`config.mk`:
```
export PLATFORM = sky130hd
export DESIGN_NAME = sdram_cmd_engine
export DESIGN_NICKNAME = d
export VERILOG_FILES = /design/src/rtl/sdram_cmd_engine.sv
export SDC_FILE = /design/constraint.sdc
export NUM_CORES = 1
export LEC_CHECK = 0
export ABC_AREA = 1
export BUFFER_PORTS_ARGS = -buffer_cell sky130_fd_sc_hd__buf_2
export CORE_MARGIN = 2
export CORE_UTILIZATION = 25
export CTS_CLUSTER_DIAMETER = 40
export DETAILED_ROUTE_END_ITERATION = 8
export GPL_TIMING_DRIVEN = 0
export PLACE_DENSITY = 0.55
export SYNTH_ARGS = -nofsm -noshare
export SYNTH_HDL_FRONTEND = slang
export SYNTH_SLANG_ARGS = --single-unit
```
`constraint.sdc`:
```
create_clock -name S_CLK -period 1.5 [get_ports S_CLK]
set_input_delay 0.3 -clock S_CLK [delete_from_list [all_inputs] [get_ports S_CLK]]
set_output_delay 0.3 -clock S_CLK [all_outputs]
set_load 0.005 [all_outputs]
```
`src/rtl/sdram_cmd_engine.sv`:
```
// rtl/sdram_cmd_engine.sv - SDRAM command engine: init, auto-refresh, 4-beat burst read/write
//
// Purpose: drives an SDR SDRAM through its power-up sequence, then arbitrates
// between periodic auto-refresh, burst writes and burst reads (refresh > write
// > read). Each burst is ACT, then WR/RD with auto-precharge (A10=1).
//
// Ports:
//   S_CLK, RST_N            clock (rising edge), synchronous active-low reset
//   write_en/read_en/addr   request levels held until write_ack/read_ack
//   write_ack/read_ack      one-cycle completion pulses
//   wr_data/wr_data_req     write beat data; each beat's word is captured on
//                           the edge that opens that beat
//   rd_data/rd_data_valid   read beat data, valid for the 4 beat cycles
//   sdram_*                 registered SDRAM pins; dq_out/dq_oe drive the pad
//   sdram_dq_in             read data from the pad (registered once)
module sdram_cmd_engine #(
  parameter int INIT_WAIT  = 20000,
  parameter int REF_PERIOD = 780,
  parameter int T_RP       = 2,
  parameter int T_RCD      = 2,
  parameter int T_RFC      = 7,
  parameter int T_MRD      = 2,
  parameter int T_WR       = 2,
  parameter int CL         = 2
) (
  input  logic        S_CLK,
  input  logic        RST_N,
  input  logic        write_en,
  input  logic        read_en,
  input  logic [19:0] addr,
  output logic        write_ack,
  output logic        read_ack,
  input  logic [15:0] wr_data,
  output logic        wr_data_req,
  output logic [15:0] rd_data,
  output logic        rd_data_valid,
  output logic        sdram_cke,
  output logic        sdram_cs_n,
  output logic        sdram_ras_n,
  output logic        sdram_cas_n,
  output logic        sdram_we_n,
  output logic [1:0]  sdram_ba,
  output logic [11:0] sdram_addr,
  output logic [1:0]  sdram_dqm,
  output logic [15:0] sdram_dq_out,
  output logic        sdram_dq_oe,
  input  logic [15:0] sdram_dq_in
);

  typedef enum logic [2:0] {INIT, IDLE, REFRESH, ACTIVE, WRITE, READ, RECOVER} state_t;
  typedef enum logic [2:0] {IS_WAIT, IS_PRE, IS_REF1, IS_REF2, IS_MRS} init_step_t;

  // {cs_n, ras_n, cas_n, we_n}; DESL keeps the chip deselected while in reset
  localparam logic [3:0] CMD_NOP  = 4'b0111;
  localparam logic [3:0] CMD_ACT  = 4'b0011;
  localparam logic [3:0] CMD_RD   = 4'b0101;
  localparam logic [3:0] CMD_WR   = 4'b0100;
  localparam logic [3:0] CMD_PRE  = 4'b0010;
  localparam logic [3:0] CMD_REF  = 4'b0001;
  localparam logic [3:0] CMD_MRS  = 4'b0000;
  localparam logic [3:0] CMD_DESL = 4'b1111;

  state_t     r_state, w_state_nxt;
  init_step_t r_step, w_step_nxt;
  logic [15:0] r_cnt, w_cnt_nxt;
  logic        r_is_write, w_is_write_nxt;
  logic        r_init_done, w_init_done_set;
  logic [15:0] r_ref_cnt;
  logic        r_ref_pend, w_ref_clr;
  logic [7:0]  r_col, w_col_nxt;
  logic [3:0]  r_cmd, w_cmd_nxt;
  logic [1:0]  r_ba, w_ba_nxt;
  logic [11:0] r_addr, w_addr_nxt;
  logic        r_cke, r_dq_oe, w_dq_oe_nxt;
  logic [15:0] r_dq_out, r_rd_data;
  logic        r_wr_req, w_wr_req_nxt;
  logic        r_rd_valid, w_rd_valid_nxt;
  logic        r_wack, w_wack_nxt, r_rack, w_rack_nxt;
  logic [1:0]  r_dqm;

  // Pin values are computed for the cycle being entered, so a command appears
  // in the first cycle of its state and each state's counter starts at 0 there.
  always_comb begin
    w_state_nxt     = r_state;
    w_step_nxt      = r_step;
    w_cnt_nxt       = r_cnt + 16'd1;
    w_is_write_nxt  = r_is_write;
    w_init_done_set = 1'b0;
    w_ref_clr       = 1'b0;
    w_col_nxt       = r_col;
    w_cmd_nxt       = CMD_NOP;
    w_ba_nxt        = r_ba;
    w_addr_nxt      = r_addr;
    w_dq_oe_nxt     = 1'b0;
    w_wr_req_nxt    = 1'b0;
    w_rd_valid_nxt  = 1'b0;
    w_wack_nxt      = 1'b0;
    w_rack_nxt      = 1'b0;
    case (r_state)
      INIT: begin
        case (r_step)
          IS_WAIT: if (r_cnt == 16'(INIT_WAIT)) begin
            w_cmd_nxt  = CMD_PRE;
            w_addr_nxt = 12'h400;
            w_ba_nxt   = 2'b00;
            w_step_nxt = IS_PRE;
            w_cnt_nxt  = '0;
          end
          IS_PRE: if (r_cnt == 16'(T_RP - 1)) begin
            w_cmd_nxt  = CMD_REF;
            w_step_nxt = IS_REF1;
            w_cnt_nxt  = '0;
          end
          IS_REF1: if (r_cnt == 16'(T_RFC - 1)) begin
            w_cmd_nxt  = CMD_REF;
            w_step_nxt = IS_REF2;
            w_cnt_nxt  = '0;
          end
          IS_REF2: if (r_cnt == 16'(T_RFC - 1)) begin
            w_cmd_nxt  = CMD_MRS;
            w_addr_nxt = 12'h022;
            w_ba_nxt   = 2'b00;
            w_step_nxt = IS_MRS;
            w_cnt_nxt  = '0;
          end
          IS_MRS: if (r_cnt == 16'(T_MRD - 1)) begin
            w_state_nxt     = IDLE;
            w_init_done_set = 1'b1;
            w_cnt_nxt       = '0;
          end
          default: begin
            w_step_nxt = IS_WAIT;
            w_cnt_nxt  = '0;
          end
        endcase
      end
      IDLE: begin
        w_cnt_nxt = '0;
        if (r_ref_pend) begin
          w_state_nxt = REFRESH;
          w_cmd_nxt   = CMD_REF;
          w_ref_clr   = 1'b1;
        end else if (write_en || read_en) begin
          // write wins a tie; addr is only sampled here
          w_state_nxt    = ACTIVE;
          w_cmd_nxt      = CMD_ACT;
          w_is_write_nxt = write_en;
          w_ba_nxt       = addr[19:18];
          w_addr_nxt     = {2'b00, addr[17:8]};
          w_col_nxt      = addr[7:0];
        end
      end
      REFRESH: if (r_cnt == 16'(T_RFC - 1)) begin
        w_state_nxt = IDLE;
        w_cnt_nxt   = '0;
      end
      ACTIVE: if (r_cnt == 16'(T_RCD - 1)) begin
        w_cnt_nxt  = '0;
        w_addr_nxt = {4'b0100, r_col};
        if (r_is_write) begin
          w_state_nxt  = WRITE;
          w_cmd_nxt    = CMD_WR;
          w_dq_oe_nxt  = 1'b1;
          w_wr_req_nxt = 1'b1;
        end else begin
          w_state_nxt = READ;
          w_cmd_nxt   = CMD_RD;
        end
      end
      WRITE: begin
        if (r_cnt == 16'd3) begin
          w_state_nxt = RECOVER;
          w_cnt_nxt   = '0;
        end else begin
          w_dq_oe_nxt  = 1'b1;
          w_wr_req_nxt = 1'b1;
        end
      end
      RECOVER: if (r_cnt == 16'(T_WR + T_RP - 1)) begin
        w_state_nxt = IDLE;
        w_wack_nxt  = 1'b1;
        w_cnt_nxt   = '0;
      end
      READ: begin
        // RD cycle has count 0; beats land in counts CL+1..CL+4
        w_rd_valid_nxt = (r_cnt >= 16'(CL)) && (r_cnt <= 16'(CL + 3));
        if (r_cnt == 16'(CL + 4)) begin
          w_state_nxt = IDLE;
          w_rack_nxt  = 1'b1;
          w_cnt_nxt   = '0;
        end
      end
      default: begin
        w_state_nxt = INIT;
        w_step_nxt  = IS_WAIT;
        w_cnt_nxt   = '0;
      end
    endcase
  end

  always_ff @(posedge S_CLK) begin
    if (!RST_N) begin
      r_state     <= INIT;
      r_step      <= IS_WAIT;
      r_cnt       <= '0;
      r_is_write  <= 1'b0;
      r_init_done <= 1'b0;
      r_ref_cnt   <= '0;
      r_ref_pend  <= 1'b0;
      r_col       <= '0;
      r_cmd       <= CMD_DESL;
      r_ba        <= '0;
      r_addr      <= '0;
      r_cke       <= 1'b0;
      r_dq_oe     <= 1'b0;
      r_dq_out    <= '0;
      r_wr_req    <= 1'b0;
      r_rd_valid  <= 1'b0;
      r_rd_data   <= '0;
      r_wack      <= 1'b0;
      r_rack      <= 1'b0;
      r_dqm       <= 2'b00;
    end else begin
      r_state     <= w_state_nxt;
      r_step      <= w_step_nxt;
      r_cnt       <= w_cnt_nxt;
      r_is_write  <= w_is_write_nxt;
      r_init_done <= r_init_done | w_init_done_set;
      r_col       <= w_col_nxt;
      r_cmd       <= w_cmd_nxt;
      r_ba        <= w_ba_nxt;
      r_addr      <= w_addr_nxt;
      r_cke       <= 1'b1;
      r_dq_oe     <= w_dq_oe_nxt;
      r_dq_out    <= w_dq_oe_nxt ? wr_data : 16'h0000;
      r_wr_req    <= w_wr_req_nxt;
      r_rd_valid  <= w_rd_valid_nxt;
      r_rd_data   <= sdram_dq_in;
      r_wack      <= w_wack_nxt;
      r_rack      <= w_rack_nxt;
      r_dqm       <= 2'b00;
      // a new refresh request wins over the clear from a REF in the same cycle
      if (r_init_done && r_ref_cnt == 16'(REF_PERIOD - 1)) begin
        r_ref_cnt  <= '0;
        r_ref_pend <= 1'b1;
      end else begin
        if (r_init_done) r_ref_cnt <= r_ref_cnt + 16'd1;
        if (w_ref_clr) r_ref_pend <= 1'b0;
      end
    end
  end

  assign {sdram_cs_n, sdram_ras_n, sdram_cas_n, sdram_we_n} = r_cmd;
  assign sdram_cke     = r_cke;
  assign sdram_ba      = r_ba;
  assign sdram_addr    = r_addr;
  assign sdram_dqm     = r_dqm;
  assign sdram_dq_out  = r_dq_out;
  assign sdram_dq_oe   = r_dq_oe;
  assign wr_data_req   = r_wr_req;
  assign rd_data       = r_rd_data;
  assign rd_data_valid = r_rd_valid;
  assign write_ack     = r_wack;
  assign read_ack      = r_rack;

endmodule

```
==> results.cfg, run 1 <==
[critical_path]
crit_type = reg -> reg
critPathCaptureType = flip-flop
endpoint = sdram_addr[4]
timing.rr.end = sdram_addr[4]
r2r_cells = 11
rrSetupSlack_ns = -0.13
critPathLaunchType = flip-flop
cp.required_ns = 1.76
cp_data_arrival_time_ns = 1.89
cp_max_fo = 6
r2r-start = r_cnt[12]
cp-startpoint = r_cnt[12]

[synthesis]
synth_top_family_by_area = simple AND/OR/NAND/NOR gates
synth_compound_area_frac = 0.0804
yosysTopAreaCell = dfxtp_1
yosysUniqueCellTypes = 34
synth_async_sr_flop_share = 0
avgSynthCellArea_um2 = 7.20
yosys-top-cells-count = nand2_1 (124), dfxtp_1 (103), inv_1 (101)
synth-simple-area-share = 0.314
synth_mux_area_frac = 0
synth_area_um2 = 4590
synthCells = 638
synth_xor_xnor_area_share = 0.0324
synth_area_leaders = dfxtp_1 (45%), nand2_1 (10%), inv_1 (8.3%)
ys_dominant_reg_cell = dfxtp_1
synth_fa_ha_area_frac = 0.0136
synth.most_common_cell = nand2_1
yosys.area.top_type_share = 0.449
synth-seq-cells = 103
synth_warnings = 0
synth-seq-area-share = 0.449
synth_edf_count = 0

[clock_tree]
clk_latency_ns = 0.36
cts_root_buffer = clkbuf_16
clock-sinks = 103
cts_hold_buf = 0
clock_path_buffers = 2
path_clk_slew_ns = 0.07
htreeDepth = 3
cts_tree = built
cts-buffers-inserted = 9

[worst_hold_path]
min_from = RST_N
hp-class = in -> reg

[timing]
tns_ns = -3.78
clock-skew-final_ns = 0.00650
fin_crit_sh = 1.09
period_minus_slack_ns = 1.63
hold_violations = 0
fmax_mhz = 614
maxSlewHeadroom = 0.557
setup_viol = 52
worst_slew_pin_slew_ns = 0.664
holdWs_ns = 0.119
rsz0062_at_grt = yes
maxSlewViolCount = 0
fin_ws_ns = -0.130

[global_routing]
grt_pass1_wl_um = 19300
antenna_found_initial = 0
grt_overflow_total = 0
grt_max_degree = 18
grt_pass1_vias = 3947
grt_use_total = 0.122

[placement]
gp_congestion = 0.853
hpwl_um = 8410
preCtsSetupSlack_ns = -0.353
io_buffers = 110
post_dp_cell_area_um2 = 5440

[detailed_routing]
wl_um = 12300
m1WireLength_um = 5650
met2WireLength_um = 5970
drt-initial-drc-count = 267
wl_met3_um = 513
drc_errors = 0
vias = 4417
drtPass1Iterations = 4
drtAntennaViolNets = 0
routedWlPerCell_um = 11.9
top_layer_used = met4
viasPerCell = 4.28

[layout]
syn2layout_area_growth_pct = 46.5
antenna_cells = 0
layout.nets = 860
final_area_um2 = 6730
layout-drive-gt1-share = 0.399

[floorplanning]
fp.dieH_um = 140
die_width_um = 140
dieArea_um2 = 19500
num_rows = 49
design.portCount = 114
start_util = 0.255
core_area_um2 = 18000

[power_and_ir_drop]
max-vdd-ir-drop_mv = 0.635
power_density_nw_per_um2 = 871
leakagePower_nw = 3.10

[run_status]
violations = negative setup slack
outcome = finished, violations left

[flow_run]
maxCapViolCount = 0
-- registers in the layout, indices dropped and copies added (netlist names), 2 cells and up --
name	count
r_cmd	4
rd_data	16
sdram_addr	11
r_col	8
r_state	3
sdram_dq_out	16
sdram_ba	2
r_step	3
r_cnt	16
r_ref_cnt	16
-- metrics by stage --
| step | utilization | std cells | power [mW] |
|---|---|---|---|
| finish | 0.373 | 1032 | 5.86 |
| global route | 0.373 | 1032 | 6.12 |
| detailed placement | 0.302 | 979 | 3.11 |
| global placement | 0.302 | 979 | 3.11 |
| CTS | 0.340 | 1011 | 5.93 |
| floorplan | - | 640 | 2.98 |
-- layout make-up --
type | instances | area [µm²]
plain buffers | 17 | 134
clock buffers | 9 | 225
clock inverters | 6 | 118
fillers | 1886 | 11300
inverters | 107 | 417
multi-input cells | 414 | 2550
flip-flops and latches | 103 | 2110
well taps | 229 | 287
repair buffers | 147 | 893
-- cell usage in the layout, fill, tap and decap left out, types with 18 or more instances in the layout --
| cell | n |
|---|---|
| nor2_4 | 21 |
| o21ai_0 | 20 |
| buf_4 | 33 |
| nor2_2 | 22 |
| buf_2 | 111 |
| nand2_2 | 18 |
| nand2_1 | 106 |
| dfxtp_1 | 82 |
| a21oi_1 | 27 |
| nand3_1 | 24 |
| nor2_1 | 67 |
| inv_1 | 93 |
-- critical path, stage by stage, from the launching register on --
cell and delay (ns):
dfxtp_2 0.35, nor2_4 0.11, nand2_2 0.07, nor2_4 0.24, nand2_4 0.11, nand2_4 0.11
inv_2 0.05, nor2_4 0.10, nand2_4 0.08, buf_6 0.13, o21bai_1 0.13, nor2_1 0.06
-- per-layer routing --
metal  track usage  vias up
met5             0        -
met2         0.198       79
li1              -     2293
met3        0.0348       17
met4        0.0416        0
met1         0.157     2028
-- how the worst min path moves through the flow --
stage	endpoint	slack [ns]	cells past startpoint
final	sdram_cke	0.12	1
after global routing	sdram_cke	0.11	1
after CTS	sdram_cke	0.10	1
after detailed placement	r_col[0]	0.44	2
after global placement	r_col[2]	0.44	2
after floorplan	sdram_cke	0.33	0
-- where the power goes --
group / internal (mW) / total, mW / switching, mW
sequential: 2.75 / 2.78 / 0.0236
combinational: 0.162 / 0.335 / 0.173
clock: 1.64 / 2.75 / 1.11
-- what timing repair did --
item | in CTS | in global routing
gates cloned | 2 | 2
endpoints found under the hold margin | 0 | 0
pin swaps | 21 | 50
resized for setup | 66 | 120
setup endpoints to repair | 79 | 81
buffers inserted | 15 | 19
-- kinds of logic after synthesis --
family | count (synthesis)
flip-flops | 103
AO/OA/AOI/OAI | 69
AND/OR/NAND/NOR | 319
buffers and inverters | 124
XOR/XNOR | 17
other | 1
adder cells (fa/ha/maj) | 5
No activity file was read; power rests on OpenSTA's default activity.
==> inputs of run 2 (changes only) <==
Settings changed: SKIP_CTS_REPAIR_TIMING set to 1.
==> run 2 against run 1 <==
  * The run still ends with negative setup slack left
  * Worst hold slack got worse by 0.0063 ns
  * Maximum frequency decreased by 2.8%
  * Setup slack got worse by 0.047 ns
  * First-iteration DRC count decreased by 6.0%
  * Die area unchanged
  * Flip-flop and latch count unchanged
  * Count of clock-buffer cells in the layout unchanged
  * Clock power about the same
  * Combinational power decreased by 4%
  * Design area decreased by 2.8%
  * Sequential share of layout area increased by 0.79 points
  * Critical path type unchanged
  * Largest power group unchanged
==> results.cfg, run 2 (synthesized netlist as in run 1, its figures left out) <==
[run_status]
outcome = finished, violations left
violations = negative setup slack

[detailed_routing]
drc_errors = 0
drtPass1Iterations = 4
vias = 4359
viasPerCell = 4.25
routedWlPerCell_um = 11.8
drtAntennaViolNets = 0
drt-initial-drc-count = 251
wl_um = 12100

[timing]
worst_slew_pin_slew_ns = 0.642
fin_crit_sh = 1.12
setup_viol = 48
hold_violations = 0
fin_ws_ns = -0.177
holdWs_ns = 0.113
maxSlewViolCount = 0
tns_ns = -5.11
maxSlewHeadroom = 0.572
period_minus_slack_ns = 1.68
rsz0062_at_grt = yes
clock-skew-final_ns = 0.00762
fmax_mhz = 596

[critical_path]
critPathLaunchType = flip-flop
crit_type = reg -> reg
critPathCaptureType = flip-flop
cp.required_ns = 1.76
cp_data_arrival_time_ns = 1.93
cp_max_fo = 6

[worst_hold_path]
hp-class = in -> reg

[floorplanning]
fp.dieH_um = 140
core_area_um2 = 18000
start_util = 0.255
dieArea_um2 = 19500
num_rows = 49
die_width_um = 140
design.portCount = 114

[global_routing]
antenna_found_initial = 0
grt_pass1_wl_um = 18400
grt_pass1_vias = 3744
grt_use_total = 0.117
grt_max_degree = 18
grt_overflow_total = 0

[layout]
final_common_cell = buf_2
finalNonFillerCells = 1026
final_area_um2 = 6550
fill_cells = 1911
final_cell_mix = buf_2 (112), nand2_1 (110), inv_1 (95)
layout.nets = 854
layout-drive-gt1-share = 0.365
antenna_cells = 0
syn2layout_area_growth_pct = 42.5

[power_and_ir_drop]
power_density_nw_per_um2 = 894
finalPower_mw = 5.85
leakagePower_nw = 3.02
max-vdd-ir-drop_mv = 0.644

[clock_tree]
clock_path_buffers = 2
cts_tree = built
path_clk_slew_ns = 0.07
htreeDepth = 3
clock-sinks = 103
clk_latency_ns = 0.36
cts_root_buffer = clkbuf_16
cts-buffers-inserted = 9

[placement]
hpwl_um = 8410
post_dp_cell_area_um2 = 5440
dp.cells = 979
io_buffers = 110
gp_congestion = 0.853

[flow_run]
maxCapViolCount = 0
-- run 2: cell count changes in the layout (fill, tap and decap cells not counted), moves of 6 or more --
cell / change
nor2_1: +9
nand3_1: +7
nand3_2: -6
nor2_4: -6
o21ai_0: -6
o21ai_1: +6
-- run 2: final timing paths --
kind | startpoint | to | slack [ns] | cells past startpoint
min reg2reg | r_col[0] | r_col[0] | 0.45 | 2
max reg2reg | r_step[2] | sdram_addr[3] | -0.18 | 9
max | r_step[2] | sdram_addr[3] | -0.18 | 9
min | RST_N | sdram_cke | 0.11 | 1
-- run 2: routing by layer --
metal / up-vias / wire, µm / global-route usage
li1: 2286 / - / -
met1: 1975 / 5630 / 0.153
met2: 88 / 5840 / 0.187
met3: 10 / 523 / 0.0341
met4: 0 / 125 / 0.0384
met5: - / 0 / 0
-- run 2: area by class of cell --
type                            instances  area [µm²]  share of cell area
Buffer                                 17         134              0.0205
Clock buffer                            9         225              0.0344
Clock inverter                          6         118              0.0180
Inverter                              107         427              0.0652
Multi-Input combinational cell        414        2440               0.372
Sequential cell                       103        2100               0.322
Tap cell                              229         287              0.0438
Timing Repair Buffer                  140         806               0.123
Timing Repair inverter                  1        7.51             0.00115
-- run 2: critical path: stages, from the launching register on --
cell,delay (ns)
dfxtp_2,0.36
inv_1,0.18
nand3_1,0.19
nand3_1,0.16
nand3_1,0.12
nor2_4,0.14
nand2_4,0.08
clkbuf_16,0.15
o21bai_1,0.13
nor2_1,0.06
-- run 2: power by group --
| part | internal [mW] | total [mW] | switching (mW) |
|---|---|---|---|
| Clock | 1.64 | 2.76 | 1.11 |
| Combinational | 0.152 | 0.320 | 0.168 |
| Sequential | 2.75 | 2.78 | 0.0230 |
-- run 2: metrics by stage --
step                       util  worst slack [ns]
after global placement    0.302            -0.356
after floorplan               -           0.00128
after global routing      0.363            -0.295
after CTS                 0.321            -0.376
after detailed placement  0.302            -0.353
final                     0.363            -0.177
==> inputs of run 3 (changes only) <==
Settings changed: CORE_UTILIZATION 25 to 35, PLACE_DENSITY 0.55 to 0.68.
==> run 3 against run 2 <==
  * The flow still finishes with violations (negative setup slack)
  * Sequential share of layout area is 1.2 points higher
  * Global-route usage is 3.9 points higher
  * Utilization is 13 points higher
  * Count of clock-buffer cells in the layout is 3 higher
  * Maximum frequency is 0.38% lower
  * Worst hold slack worse by 0.0084 ns
  * Combinational power is 6% lower
  * Flip-flop and latch count stayed put
==> results.cfg, run 3 (synthesized netlist as in run 1, its figures left out) <==
[detailed_routing]
viasPerCell = 4.57
drtPass1Iterations = 5
vias = 4418
routedWlPerCell_um = 11.9
wl_um = 11500
drt-initial-drc-count = 261
drc_errors = 0
drtAntennaViolNets = 0

[layout]
multi_input_area_um2 = 2370
final_area_um2 = 6290
finalNonFillerCells = 967
seq_area_um2 = 2100
layout.nets = 851
layout-drive-gt1-share = 0.360
fill_cells = 1260
final_cell_mix = nand2_1 (111), buf_2 (111), inv_1 (95)
antenna_cells = 0
syn2layout_area_growth_pct = 37.0
post-route-util = 0.494

[critical_path]
crit_top_cell = nand2_4
cp_slowest_cell = dfxtp_4
critPathCaptureType = flip-flop
cp_data_arrival_time_ns = 1.94
critical_path_buf_inv_count = 3
cp.required_ns = 1.75
cp-startpoint = r_cnt[1]
cp_max_fo = 5
crit_family = simple AND/OR/NAND/NOR gates
r2r-start = r_cnt[1]
crit_type = reg -> reg
slowest_delay_ns = 0.37
critPathLaunchType = flip-flop
path_cells = inv_4, ha_4, nand2_2, nor2_4, nand2_4, nand2_4, inv_2, nor2_4, nand2_4, buf_4, o21bai_1, nor2_1

[floorplanning]
core_area_um2 = 12700
num_rows = 41
design.portCount = 114
fp.dieH_um = 119
die_width_um = 119
start_util = 0.361
dieArea_um2 = 14100

[power_and_ir_drop]
leakagePower_nw = 2.99
finalPower_mw = 5.36
max-vdd-ir-drop_mv = 0.773
power_density_nw_per_um2 = 852

[timing]
fin_ws_ns = -0.184
period_minus_slack_ns = 1.68
setup_viol = 49
fmax_mhz = 594
rsz0062_at_grt = yes
fin_crit_sh = 1.12
worst_slew_pin_slew_ns = 0.576
clock-skew-final_ns = 0.00802
tns_ns = -5.08
hold_violations = 0
maxSlewHeadroom = 0.615
holdWs_ns = 0.105
maxSlewViolCount = 0

[global_routing]
grt_pass1_wl_um = 17800
antenna_found_initial = 0
grt_max_degree = 17
grt_use_total = 0.157
grt_pass1_vias = 4032
grt_overflow_total = 0

[flow_run]
maxCapViolCount = 0

[placement]
hpwl_um = 8060
io_buffers = 110
gp_congestion = 0.838
preCtsSetupSlack_ns = -0.338
dp.cells = 922
post_dp_cell_area_um2 = 5370

[run_status]
outcome = finished, violations left
violations = negative setup slack

[clock_tree]
htreeDepth = 3
clk_latency_ns = 0.36
path_clk_slew_ns = 0.07
cts-buffers-inserted = 9
clock_path_buffers = 2
cts_tree = built
clock-sinks = 103
cts_root_buffer = clkbuf_16

[worst_hold_path]
min_from = RST_N
hp-class = in -> reg
[run 3: cell count changes in the layout (fill, tap and decap cells not counted), sizes merged]
cell,delta
buf,-1
bufinv,-3
clkbuf,+2
clkinv,+1
clkinvlp,+1
inv,-2
[run 3: path summary, 6_finish.rpt]
check	slack (ns)	end	cells past startpoint
hold / removal	0.10	sdram_cke	1
setup / recovery	-0.18	sdram_addr[6]	12
setup reg to reg	-0.18	sdram_addr[6]	12
hold reg to reg	0.45	r_col[2]	2
[run 3: final cells by class]
type                            instances  share of cell area
Buffer                                 17              0.0207
Tap cell                              172              0.0342
Inverter                              107              0.0654
Multi-Input combinational cell        414               0.377
Sequential cell                       103               0.334
Clock buffer                           12              0.0424
Timing Repair Buffer                  138               0.122
Clock inverter                          4             0.00457
[run 3: per-layer routing]
layer	part of all wire	vias to the layer above	track usage	wire length (µm)
met5	0	-	0	0
met4	0.013	0	0.0677	149
met1	0.43	2019	0.185	4960
met3	0.040	10	0.0405	461
li1	-	2285	-	-
met2	0.51	104	0.267	5890
[run 3: report_power, final]
group | switching, mW | internal [mW]
combinational | 0.157 | 0.145
clock | 1.01 | 1.26
sequential | 0.0220 | 2.76
total | 1.19 | 4.17
